<file path="config.mk">
export PLATFORM = sky130hd
export DESIGN_NAME = display_resultado_flat
export DESIGN_NICKNAME = d
export VERILOG_FILES = /design/src/rtl/display_resultado_if.sv /design/src/rtl/display_resultado.sv /design/src/flat_wrapper.sv
export SDC_FILE = /design/constraint.sdc
export NUM_CORES = 1
export LEC_CHECK = 0
export BUFFER_PORTS_ARGS = -buffer_cell sky130_fd_sc_hd__clkbuf_2
export CAP_MARGIN = 10
export CORE_MARGIN = 2
export CORE_UTILIZATION = 36
export CTS_CLUSTER_DIAMETER = 150
export CTS_CLUSTER_SIZE = 12
export DETAILED_ROUTE_END_ITERATION = 16
export GPL_TIMING_DRIVEN = 0
export REMOVE_ABC_BUFFERS = 1
export SLEW_MARGIN = 15
export SYNTH_ARGS = -nofsm -noshare
export SYNTH_HDL_FRONTEND = slang
export SYNTH_SLANG_ARGS = --single-unit
</file>
<file path="constraint.sdc">
create_clock -name clk -period 3.95 [get_ports clk]
set_input_delay 0.1975 -clock clk [delete_from_list [all_inputs] [get_ports clk]]
set_output_delay 0.1975 -clock clk [all_outputs]
set_load 0.1 [all_outputs]
</file>
<file path="src/rtl/display_resultado_if.sv">
// ---------------------------------------------------------------------------
// display_resultado_if
// Signal bundle between the divider side (master) and the display stage
// (slave).
//
// Handshake: done is a single-cycle valid strobe with no ready. The
// display samples cociente/resto on any edge where done=1, it is idle, and
// clear=0. While busy=1, done pulses are dropped, not queued. clear=1 blanks
// the display and aborts any conversion. It also wins over a simultaneous
// done.
//
// Signals:
//   done       master->slave  result-valid pulse
//   cociente   master->slave  quotient 0..15
//   resto      master->slave  remainder 0..15
//   clear      master->slave  synchronous blank request
//   anodo      slave->master  one-hot digit enables
//   seg        slave->master  segments {g,f,e,d,c,b,a}
//   valid      slave->master  a converted result is on display
//   busy       slave->master  conversion in progress
//   state_dbg  slave->master  FSM state (0=IDLE, 1=CONV, 2=UPDATE)
// ---------------------------------------------------------------------------
interface display_resultado_if;
   logic       done;
   logic [3:0] cociente;
   logic [3:0] resto;
   logic       clear;
   logic [3:0] anodo;
   logic [6:0] seg;
   logic       valid;
   logic       busy;
   logic [1:0] state_dbg;

   modport master (
      output done, cociente, resto, clear,
      input  anodo, seg, valid, busy, state_dbg
   );

   modport slave (
      input  done, cociente, resto, clear,
      output anodo, seg, valid, busy, state_dbg
   );
endinterface

</file>
<file path="src/rtl/display_resultado.sv">
// ---------------------------------------------------------------------------
// display_resultado
// Captures the divider result on done and converts quotient and remainder
// to BCD with a 4-step shift-add-3 engine. It then drives a 4-digit
// multiplexed 7-segment display: the left pair shows Q, the right pair
// shows R.
//
// Ports:
//   clk  system clock
//   rst  synchronous reset, active-low
//   bus  display_resultado_if.slave (done/cociente/resto/clear in;
//        anodo/seg/valid/busy/state_dbg out)
// Parameters:
//   SCAN_DIV    prescaler width; one digit per 2^SCAN_DIV clocks
//   ACTIVE_LOW  1 = anodo/seg active-low, 0 = active-high
// ---------------------------------------------------------------------------
module display_resultado #(
   parameter int SCAN_DIV   = 16,
   parameter bit ACTIVE_LOW = 1'b1
) (
   input logic                 clk,
   input logic                 rst,
   display_resultado_if.slave  bus
);

   typedef enum logic [1:0] {
      IDLE   = 2'd0,
      CONV   = 2'd1,
      UPDATE = 2'd2
   } state_t;

   // Digit code that renders as all segments off.
   localparam logic [3:0] BLANK = 4'hF;

   state_t                state_q, state_d;
   logic [2:0]            step_q, step_d;
   logic [3:0]            q_sr_q, q_sr_d, r_sr_q, r_sr_d;
   logic [4:0]            q_acc_q, q_acc_d, r_acc_q, r_acc_d;
   logic [3:0][3:0]       dig_q, dig_d;   // [3]=Q tens .. [0]=R units
   logic                  valid_q, valid_d;
   logic                  busy_q, busy_d;
   logic [SCAN_DIV-1:0]   presc_q, presc_d;
   logic [1:0]            idx_q, idx_d;
   logic [3:0]            anodo_q, anodo_d;
   logic [6:0]            seg_q, seg_d;

   // One double-dabble step on a {tens, units} accumulator: correct
   // units >= 5 by adding 3, then shift in the operand MSB.
   function automatic logic [4:0] dd_step(input logic [4:0] acc,
                                          input logic [3:0] sr);
      logic [3:0] units;
      units = acc[3:0];
      if (units >= 4'd5) units = units + 4'd3;
      return {units, sr[3]};
   endfunction

   // Active-low segment pattern for one digit code.
   function automatic logic [6:0] seg_of(input logic [3:0] d);
      case (d)
         4'd0:    return 7'h40;
         4'd1:    return 7'h79;
         4'd2:    return 7'h24;
         4'd3:    return 7'h30;
         4'd4:    return 7'h19;
         4'd5:    return 7'h12;
         4'd6:    return 7'h02;
         4'd7:    return 7'h78;
         4'd8:    return 7'h00;
         4'd9:    return 7'h10;
         default: return 7'h7F;
      endcase
   endfunction

   always_comb begin
      state_d = state_q;
      step_d  = step_q;
      q_sr_d  = q_sr_q;
      r_sr_d  = r_sr_q;
      q_acc_d = q_acc_q;
      r_acc_d = r_acc_q;
      dig_d   = dig_q;
      valid_d = valid_q;
      busy_d  = busy_q;

      case (state_q)
         IDLE: begin
            if (bus.done && !bus.clear) begin
               q_sr_d  = bus.cociente;
               r_sr_d  = bus.resto;
               q_acc_d = '0;
               r_acc_d = '0;
               step_d  = '0;
               busy_d  = 1'b1;
               state_d = CONV;
            end
         end
         CONV: begin
            q_acc_d = dd_step(q_acc_q, q_sr_q);
            r_acc_d = dd_step(r_acc_q, r_sr_q);
            q_sr_d  = {q_sr_q[2:0], 1'b0};
            r_sr_d  = {r_sr_q[2:0], 1'b0};
            step_d  = step_q + 3'd1;
            if (step_q == 3'd3) state_d = UPDATE;
         end
         UPDATE: begin
            // A 4-bit operand has a tens digit of either 0 (blanked) or 1.
            dig_d[3] = q_acc_q[4] ? 4'd1 : BLANK;
            dig_d[2] = q_acc_q[3:0];
            dig_d[1] = r_acc_q[4] ? 4'd1 : BLANK;
            dig_d[0] = r_acc_q[3:0];
            valid_d  = 1'b1;
            busy_d   = 1'b0;
            state_d  = IDLE;
         end
         default: state_d = IDLE;
      endcase

      // clear overrides the FSM, including a done in the same cycle.
      if (bus.clear) begin
         state_d = IDLE;
         busy_d  = 1'b0;
         valid_d = 1'b0;
         dig_d   = {4{BLANK}};
      end
   end

   // Scan runs continuously. The output registers follow the index by one
   // cycle, and index 0 maps to the leftmost digit (anodo[3]).
   always_comb begin
      presc_d = presc_q + SCAN_DIV'(1);
      idx_d   = idx_q;
      if (presc_q == '1) idx_d = idx_q + 2'd1;
      anodo_d = (4'b1000 >> idx_q) ^ {4{ACTIVE_LOW}};
      seg_d   = (valid_q ? seg_of(dig_q[~idx_q]) : 7'h7F) ^ {7{~ACTIVE_LOW}};
   end

   always_ff @(posedge clk) begin
      if (!rst) begin
         state_q <= IDLE;
         step_q  <= '0;
         q_sr_q  <= '0;
         r_sr_q  <= '0;
         q_acc_q <= '0;
         r_acc_q <= '0;
         dig_q   <= {4{BLANK}};
         valid_q <= 1'b0;
         busy_q  <= 1'b0;
         presc_q <= '0;
         idx_q   <= '0;
         anodo_q <= {4{ACTIVE_LOW}};
         seg_q   <= {7{ACTIVE_LOW}};
      end else begin
         state_q <= state_d;
         step_q  <= step_d;
         q_sr_q  <= q_sr_d;
         r_sr_q  <= r_sr_d;
         q_acc_q <= q_acc_d;
         r_acc_q <= r_acc_d;
         dig_q   <= dig_d;
         valid_q <= valid_d;
         busy_q  <= busy_d;
         presc_q <= presc_d;
         idx_q   <= idx_d;
         anodo_q <= anodo_d;
         seg_q   <= seg_d;
      end
   end

   assign bus.anodo     = anodo_q;
   assign bus.seg       = seg_q;
   assign bus.valid     = valid_q;
   assign bus.busy      = busy_q;
   assign bus.state_dbg = state_q;

endmodule

</file>
<file path="src/flat_wrapper.sv">
// flat-port wrapper written by rule: the top's interface ports become plain ports
module display_resultado_flat 
#(
   parameter int SCAN_DIV   = 16,
   parameter bit ACTIVE_LOW = 1'b1
)
  (clk, rst, bus_done, bus_cociente, bus_resto, bus_clear, bus_anodo, bus_seg, bus_valid, bus_busy, bus_state_dbg);
  display_resultado_if bus_i ();
  input logic clk;
  input logic rst;
  input wire logic [$bits(bus_i.done)-1:0] bus_done;
  input wire logic [$bits(bus_i.cociente)-1:0] bus_cociente;
  input wire logic [$bits(bus_i.resto)-1:0] bus_resto;
  input wire logic [$bits(bus_i.clear)-1:0] bus_clear;
  output wire logic [$bits(bus_i.anodo)-1:0] bus_anodo;
  output wire logic [$bits(bus_i.seg)-1:0] bus_seg;
  output wire logic [$bits(bus_i.valid)-1:0] bus_valid;
  output wire logic [$bits(bus_i.busy)-1:0] bus_busy;
  output wire logic [$bits(bus_i.state_dbg)-1:0] bus_state_dbg;
  assign bus_i.done = bus_done;
  assign bus_i.cociente = bus_cociente;
  assign bus_i.resto = bus_resto;
  assign bus_i.clear = bus_clear;
  assign bus_anodo = bus_i.anodo;
  assign bus_seg = bus_i.seg;
  assign bus_valid = bus_i.valid;
  assign bus_busy = bus_i.busy;
  assign bus_state_dbg = bus_i.state_dbg;
  display_resultado #(.SCAN_DIV(SCAN_DIV), .ACTIVE_LOW(ACTIVE_LOW)) u_core (.clk(clk), .rst(rst), .bus(bus_i));
endmodule
</file>
==> flow_metrics.tcl, run 1 <==
set metrics [dict create \
    synthesis.area_mm2 0.002938 \
    cts_buffer_depth 2 \
    relSlewSlack_pct 26.26 \
    stdcell_area_mm2 0.003373 \
    crit_fanout 13 \
    yosys.area.top_type "dfxtp_1" \
    die_h_um 94.34 \
    period_minus_slack_ns 2.186 \
    synth_cell_types 46 \
    synth_seq_cells 64 \
    drc 0 \
    cts_setup_buffers 0 \
    power_leakage_nw 1.419 \
    port_buffers 26 \
    clk_latency_ns 0.35 \
    p_total_mw 1.419 \
    synthCells 322 \
    final.setup.tns_ns 0 \
    fillers 774 \
    synth_most_common_cell "dfxtp_1" \
    synth_edf_count 0 \
    cts_tree "built" \
    dp.final_hpwl_um 3610 \
    clkSlewWorstSetupHoldPaths_ns 0.07 \
    endpoint_kind "register" \
    ys_async_sr_fraction_pct 0 \
    worst_slew_pin_slew_ns 1.106 \
    die_x_um 94.34 \
    rsz0062_at_grt "false" \
    cts.htree.levels 3 \
    setup_viol 0 \
    place_ws_ns 1.737 \
    place_congestion 0.7703 \
    placed_area_mm2 0.003120 \
    hold_class "in2reg" \
    pin_count 27 \
    fin_crit_sh_pct 55.34 \
    initial_core_util_pct 37.63 \
    crit_required_ns 4.18 \
    synthToLayoutAreaGrowth_pct 14.82 \
    crit_type "reg2reg" \
    yosysSeqAreaShare_pct 43.61 \
    multi_input_area_mm2 0.001536 \
    hold_buffers 0 \
    dr.pass1.iters 4 \
    yosysTopAreaCellShare_pct 43.61 \
    avgRoutedWirePerCell_um 12.20 \
    status "finished clean" \
    ff_latch_area_mm2 0.001281 \
    drtIter0Drc 77 \
    syn_area_per_cell_um2 9.124 \
    max_cap_viol_count 0 \
    cp.arrival_ns 2.42 \
    hold_viol_final 0 \
    grt_max_degree 50 \
    setup_ws_ns 1.764 \
    grt_pass1_vias 2162 \
    setup.worst_path.start_class "register" \
    drv_slew 0 \
    num_vias 2230 \
    cts_buffers 9 \
    avgViaCountPerCell 4.967 \
    cts-root-buf "clkbuf_8" \
    pwr_density_cell_mw_per_mm2 420.7 \
    fin_skew_ns 0.01039 \
    routed_wl_um 5479 \
    clkSinkCount 64 \
    cts_resized 0 \
    grt_pass1_wl_um 9473 \
    yosysWarningCount 0 \
    synthTopCellsByArea "dfxtp_1 (44%), ha_1 (6.8%), nand2_1 (5.6%)" \
    diodes 0 \
    coreArea_mm2 0.007807 \
    overflow 0 \
    drive_above_1_share_pct 14.70 \
    synth_flop_cell "dfxtp_1" \
    die_area_mm2 0.008899 \
    vdd_drop_max_mv 0.2260 \
    layout.nets 370 \
    postRouteAntennaNets 0 \
    antenna_found_initial 0 \
    fp-row-count 32 \
    fmaxAchievable_mhz 457.5 \
    synth_commonest_cells "dfxtp_1 (64), nand2_1 (44), nand3_1 (25)" \
    grt_util_all_layers_pct 13.48 \
]
## worst paths after layout
path | start | to | slack [ns] | depth (start not counted)
hold reg to reg | u_core.presc_q[0] | u_core.presc_q[0] | 0.47 | 1
hold / removal | bus_resto[0] | u_core.r_sr_q[0] | 0.08 | 3
setup reg to reg | u_core.idx_q[1] | u_core.bus.seg[6] | 1.76 | 9
setup / recovery | u_core.idx_q[1] | u_core.bus.seg[6] | 1.76 | 9
## metal layers
layer	GRT usage, %	vias up	share of wire (%)
li1	-	1161	-
met1	16.49	1025	50
met2	21.73	36	44
met3	4.629	8	4.1
met4	5.556	0	1.6
met5	0	-	0
## layout by cell type, fill, tap and decap left out, types with 6 or more instances in the layout
cell type	count
o21ai_0	15
dfxtp_1	64
clkbuf_2	26
a21boi_0	9
nand4_1	9
nand2_1	44
a21oi_1	6
ha_1	16
mux2i_1	6
o211a_1	6
nor2b_1	6
nor3_1	6
and2_1	18
xnor2_1	10
inv_1	12
xor2_1	6
clkbuf_8	10
o211ai_1	6
nand3_1	25
## flip-flops by register name (all words and copies together) (netlist names)
signal	count
u_core.r_acc_q	5
u_core.q_sr_q	4
u_core.bus.anodo	4
u_core.bus.state_dbg	2
u_core.r_sr_q	4
u_core.bus.seg	7
u_core.bus.busy	1
u_core.presc_q	16
u_core.dig_q	10
u_core.idx_q	2
u_core.bus.valid	1
u_core.q_acc_q	5
u_core.step_q	3
## layout make-up
class / instances / area share (%)
clock buffers: 10 / 4.080
clock inverters: 6 / 3.412
inverters: 12 / 1.335
multi-input cells: 229 / 45.55
flip-flops and latches: 64 / 37.98
well taps: 102 / 3.783
repair buffers: 26 / 3.858
## power by group
part	internal (mW)	switching, mW
Combinational	0.0192	0.0375
Clock	0.439	0.262
Sequential	0.655	0.00636
Total	1.11	0.306
## cell families after synthesis
family	share of synthesized area, %
compound gates	13.08
xor+xnor	4.770
fa+ha+maj	6.814
buf+inv	4.088
flops	43.61
mux	3.322
simple gates	24.32
## through the flow
step / instances / hold WS (ns) / utilization, %
final: 449 / 0.08205 / 43.21
after global placement: 433 / 0.4363 / 39.97
after detailed placement: 433 / 0.4465 / 39.97
after floorplan: 305 / 0.2594 / -
after CTS: 449 / 0.07249 / 43.21
after global routing: 449 / 0.09971 / 43.21
## worst max-delay path: stages, from the launching register on
cell and delay [ns]:
dfxtp_1 0.64, mux2i_1 0.28, and2_1 0.18, a21o_1 0.16, inv_1 0.08, ha_1 0.21
inv_1 0.05, o21ba_2 0.13, mux2i_1 0.05, or3_1 0.30
No activity file was read; power rests on OpenSTA's default activity.
==> run 2, diff against run 1 <==
==> constraint.sdc (replaced) <==
create_clock -name clk -period 2.3 [get_ports clk]
set_input_delay 0.115 -clock clk [delete_from_list [all_inputs] [get_ports clk]]
set_output_delay 0.115 -clock clk [all_outputs]
set_load 0.1 [all_outputs]
==> flow_metrics.tcl, run 2 (synthesis gave the netlist of run 1 again) <==
set metrics [dict create \
    status "finished clean" \
    die_x_um 94.34 \
    overflow 0 \
    setup.worst_path.start_class "register" \
    r2r-end "u_core.bus.seg[6]" \
    fillers 776 \
    met1_usage_pct 16.49 \
    synthToLayoutAreaGrowth_pct 15.55 \
    gr-usage-met3_pct 4.629 \
    final.setup.tns_ns 0 \
    place_congestion 0.7703 \
    rr_startpoint "u_core.idx_q[1]" \
    cts_tree "built" \
    fin_skew_ns 0.01058 \
    clkSlewWorstSetupHoldPaths_ns 0.07 \
    worst_slew_pin_slew_ns 1.085 \
    crit_required_ns 2.53 \
    postRouteAntennaNets 0 \
    grt_pass1_wl_um 9508 \
    initial_core_util_pct 37.63 \
    antenna_found_initial 0 \
    pwr_density_cell_mw_per_mm2 718.6 \
    drive_above_1_share_pct 14.90 \
    pin_count 27 \
    drtIter0Drc 78 \
    cp.arrival_ns 2.25 \
    power_leakage_nw 1.428 \
    grt_pass1_vias 2175 \
    largest_register_ffs 16 \
    layout.nets 372 \
    die_h_um 94.34 \
    endpoint_kind "register" \
    port_buffers 26 \
    routed_wl_um 5514 \
    hold_viol_final 0 \
    hold_start "bus_resto[1]" \
    vdd_drop_max_mv 0.3885 \
    regMostFlops "u_core.presc_q" \
    crit_type "reg2reg" \
    layout_commonest_cell "dfxtp_1" \
    p_total_mw 2.439 \
    hold_class "in2reg" \
    r2r_cells 9 \
    dr.pass1.iters 4 \
    avgViaCountPerCell 4.945 \
    relSlewSlack_pct 27.70 \
    cts-root-buf "clkbuf_8" \
    holdPathEnd "u_core.r_sr_q[1]" \
    fmaxAchievable_mhz 495.1 \
    drc 0 \
    clk_latency_ns 0.34 \
    crit_fanout 13 \
    rrSetupSlack_ns 0.28 \
    clkSinkCount 64 \
    stdcell_area_mm2 0.003395 \
    final_cell_mix "dfxtp_1 (63), nand2_1 (44), clkbuf_2 (26)" \
    setup_viol 0 \
    cts_setup_buffers 0 \
    grt.met2_usage_pct 21.90 \
    grt_max_degree 50 \
    diodes 0 \
    avgRoutedWirePerCell_um 12.23 \
    rsz0062_at_grt "false" \
    busiest_layer "met2" \
    dp.final_hpwl_um 3610 \
    fin_crit_sh_pct 87.82 \
    num_vias 2230 \
    placed_area_mm2 0.003120 \
    coreArea_mm2 0.007807 \
    whs_path_depth 4 \
    drv_slew 0 \
    cts.htree.levels 3 \
    period_minus_slack_ns 2.020 \
    cts_buffer_depth 2 \
    fp-row-count 32 \
    cts_buffers 9 \
    max_cap_viol_count 0 \
    die_area_mm2 0.008899 \
    grt_util_all_layers_pct 13.53 \
]
[run 2: worst max-delay path, cell delays in order (launching register included)]
cell	delay, ns
dfxtp_2	0.49
mux2i_1	0.25
and2_1	0.18
a21o_1	0.16
inv_1	0.08
ha_1	0.21
inv_1	0.05
o21ba_2	0.13
mux2i_1	0.05
or3_1	0.30
[run 2: how the worst max path moves through the flow]
stage                       startpoint                end  slack (ns)  cells past startpoint
2_1_floorplan  u_core.bus.state_dbg[0]  u_core.q_acc_q[4]        0.01                      4
4_1_cts                u_core.idx_q[1]  u_core.bus.seg[6]        0.08                      9
3_5_place_dp           u_core.idx_q[1]  u_core.bus.seg[6]        0.09                      9
3_3_place_gp           u_core.idx_q[1]  u_core.bus.seg[6]         0.1                      9
5_1_grt                u_core.idx_q[1]  u_core.bus.seg[6]        0.13                      9
6_report               u_core.idx_q[1]  u_core.bus.seg[6]        0.28                      9
[run 2: metrics by stage]
step,hold slack [ns],utilization [%],worst slack [ns],cells
floorplan,0.1769,-,0.01210,305
global placement,0.3538,39.97,0.09706,433
detailed placement,0.3640,39.97,0.08695,433
CTS,0.1090,43.46,0.08224,451
global route,0.1470,43.48,0.1288,451
finish,0.1247,43.48,0.2802,451
[run 2: what timing repair did]
action                                  in CTS  in global routing
hold buffers                                 2                  0
gates resized for setup                      0                  1
endpoints found under the setup margin       0                  1
endpoints found under the hold margin        2                  0
[run 2: per-layer routing]
metal | vias up | part of all wire, %
met1 | 1026 | 50
met3 | 7 | 3.8
met2 | 34 | 44
li1 | 1163 | -
met4 | 0 | 1.7
met5 | - | 0
[run 2: report_power, final]
| group | internal, mW | switching (mW) |
|---|---|---|
| clock | 0.755 | 0.449 |
| sequential | 1.12 | 0.0110 |
| combinational | 0.0351 | 0.0649 |
[run 2: layout make-up]
class                   instances  area [um2]  area share (%)
multi-input cells             229        1536           45.26
clock inverters                 6       115.1           3.391
flip-flops and latches         64        1282           37.78
well taps                     102       127.6           3.760
repair buffers                 28       150.1           4.423
clock buffers                  10       137.6           4.055
inverters                      12       45.04           1.327
==> run 3, diff against run 2 <==
--- a/config.mk
+++ b/config.mk
@@ -8,12 +8,11 @@
 export BUFFER_PORTS_ARGS = -buffer_cell sky130_fd_sc_hd__clkbuf_2
 export CAP_MARGIN = 10
 export CORE_MARGIN = 2
-export CORE_UTILIZATION = 36
+export CORE_UTILIZATION = 30
 export CTS_CLUSTER_DIAMETER = 150
 export CTS_CLUSTER_SIZE = 12
 export DETAILED_ROUTE_END_ITERATION = 16
 export GPL_TIMING_DRIVEN = 0
-export REMOVE_ABC_BUFFERS = 1
 export SLEW_MARGIN = 15
 export SYNTH_ARGS = -nofsm -noshare
 export SYNTH_HDL_FRONTEND = slang
==> flow_metrics.tcl, run 3 (synthesis gave the netlist of run 1 again) <==
set metrics [dict create \
    grt_util_all_layers_pct 12.07 \
    antenna_found_initial 0 \
    sequentialPowerShare_pct 51.7 \
    grt_pass1_vias 2207 \
    status "finished clean" \
    setup.worst_path.start_class "register" \
    whs_path_depth 3 \
    die_h_um 103.0 \
    clkPwrFrac_pct 43.4 \
    layout.nets 387 \
    grt_pass1_wl_um 10070 \
    drtIter0Drc 61 \
    max_cap_viol_count 0 \
    placed_area_mm2 0.003234 \
    layout_commonest_cell "dfxtp_1" \
    relSlewSlack_pct 35.87 \
    regMostFlops "u_core.presc_q" \
    final_cell_mix "dfxtp_1 (63), nand2_1 (44), clkbuf_2 (26)" \
    place_congestion 0.7431 \
    fmaxAchievable_mhz 484.0 \
    final.setup.tns_ns 0 \
    cts-root-buf "clkbuf_8" \
    cts_tree "built" \
    fp-row-count 36 \
    setup_ws_ns 0.2338 \
    synth_fp_nets 350 \
    die_x_um 103.0 \
    port_buffers 26 \
    r2r_cells 10 \
    place_ws_ns 0.1776 \
    drive_above_1_share_pct 15.19 \
    hold_class "in2reg" \
    power_leakage_nw 1.429 \
    hold_viol_final 0 \
    avgViaCountPerCell 4.659 \
    crit_type "reg2reg" \
    die_area_mm2 0.01060 \
    routed_wl_um 5870 \
    grt_max_degree 11 \
    num_vias 2306 \
    cts_resized 0 \
    switchingPower_mw 0.4918 \
    cts_buffers 9 \
    fillers 1011 \
    synthToLayoutAreaGrowth_pct 16.87 \
    fin_skew_ns 0.008910 \
    crit_required_ns 2.52 \
    drv_slew 0 \
    endpoint_kind "register" \
    drc 0 \
    holdPathEnd "u_core.r_sr_q[0]" \
    largest_register_ffs 16 \
    clkSlewWorstSetupHoldPaths_ns 0.07 \
    stdcell_area_mm2 0.003433 \
    internal_power_mw 1.708 \
    p_total_mw 2.200 \
    vdd_drop_max_mv 0.3078 \
    period_minus_slack_ns 2.066 \
    diodes 0 \
    clkSinkCount 64 \
    avgRoutedWirePerCell_um 11.86 \
    worst_slew_pin_slew_ns 0.9595 \
    r2r-end "u_core.bus.seg[6]" \
    rrSetupSlack_ns 0.23 \
    initial_core_util_pct 30.48 \
    coreArea_mm2 0.009639 \
    p_sw_share_pct 22.36 \
    crit_fanout 10 \
    cts_setup_buffers 0 \
    clk_latency_ns 0.34 \
    hold_start "bus_resto[0]" \
    pwr_density_cell_mw_per_mm2 640.7 \
    fin_crit_sh_pct 89.83 \
    dp.final_hpwl_um 4295 \
    rr_startpoint "u_core.idx_q[1]" \
    postRouteAntennaNets 0 \
    cp.arrival_ns 2.28 \
    setup_viol 0 \
    cts.htree.levels 3 \
    dr.pass1.iters 4 \
    overflow 0 \
    cts_buffer_depth 2 \
    hold_buffers 0 \
    rsz0062_at_grt "false" \
    pin_count 27 \
    combinationalPowerShare_pct 4.9 \
]
[run 3: cell types whose count changed in the layout (fill, tap and decap cells not counted), sizes merged]
cell,change
clkbuf,+13
buf,+5
inv,-1
dlygate4sd3,-2
bufinv,-2
[run 3: worst max-delay path, cell delays in order (launching register included)]
cell	delay, ns
dfxtp_2	0.36
buf_6	0.15
mux2i_2	0.23
and2_1	0.19
a21o_1	0.17
inv_1	0.08
ha_1	0.21
inv_1	0.06
o21ba_2	0.13
mux2i_1	0.06
or3_1	0.30
[run 3: area by class of cell]
| cell class | instances | area, um2 | area share, % |
|---|---|---|---|
| plain buffers | 17 | 75.07 | 2.187 |
| clock inverters | 3 | 42.54 | 1.239 |
| inverters | 12 | 45.04 | 1.312 |
| multi-input cells | 229 | 1540 | 44.86 |
| flip-flops and latches | 64 | 1282 | 37.35 |
| repair buffers | 26 | 130.1 | 3.790 |
| well taps | 133 | 166.4 | 4.847 |
| clock buffers | 11 | 151.4 | 4.410 |
[run 3: per-stage QoR]
stage,utilization (%),cells,hold slack (ns)
floorplan,-,322,0.2599
global placement,33.55,481,0.3612
detailed placement,33.55,481,0.3646
CTS,35.57,495,0.005779
global route,35.62,495,0.01659
finish,35.62,495,0.02153
[run 3: worst max-delay path by stage]
stage | from | end | slack, ns | depth (start not counted)
4_1_cts | u_core.idx_q[1] | u_core.bus.seg[6] | 0.15 | 10
3_3_place_gp | u_core.idx_q[1] | u_core.bus.seg[6] | 0.18 | 10
3_5_place_dp | u_core.idx_q[1] | u_core.bus.seg[6] | 0.18 | 10
5_1_grt | u_core.idx_q[1] | u_core.bus.seg[6] | 0.06 | 10
6_report | u_core.idx_q[1] | u_core.bus.seg[6] | 0.23 | 10
2_1_floorplan | u_core.bus.state_dbg[0] | u_core.dig_q[0] | 0.33 | 4
[run 3: power groups by stage]
stage	Sequential, mW	Clock, mW	Combinational (mW)
finish	1.14	0.955	0.108
global route	1.14	1.03	0.119
CTS	1.14	0.977	0.109
detailed placement	1.16	0	0.108
global placement	1.16	0	0.106
floorplan	1.17	0	0.0591
[run 3: per-layer routing]
layer	GRT usage, %	wire length, um	vias to the layer above
li1	-	-	1185
met1	14.64	2801	1064
met2	20.08	2728	48
met3	3.932	257	9
met4	4.251	82	0
met5	0	0	-
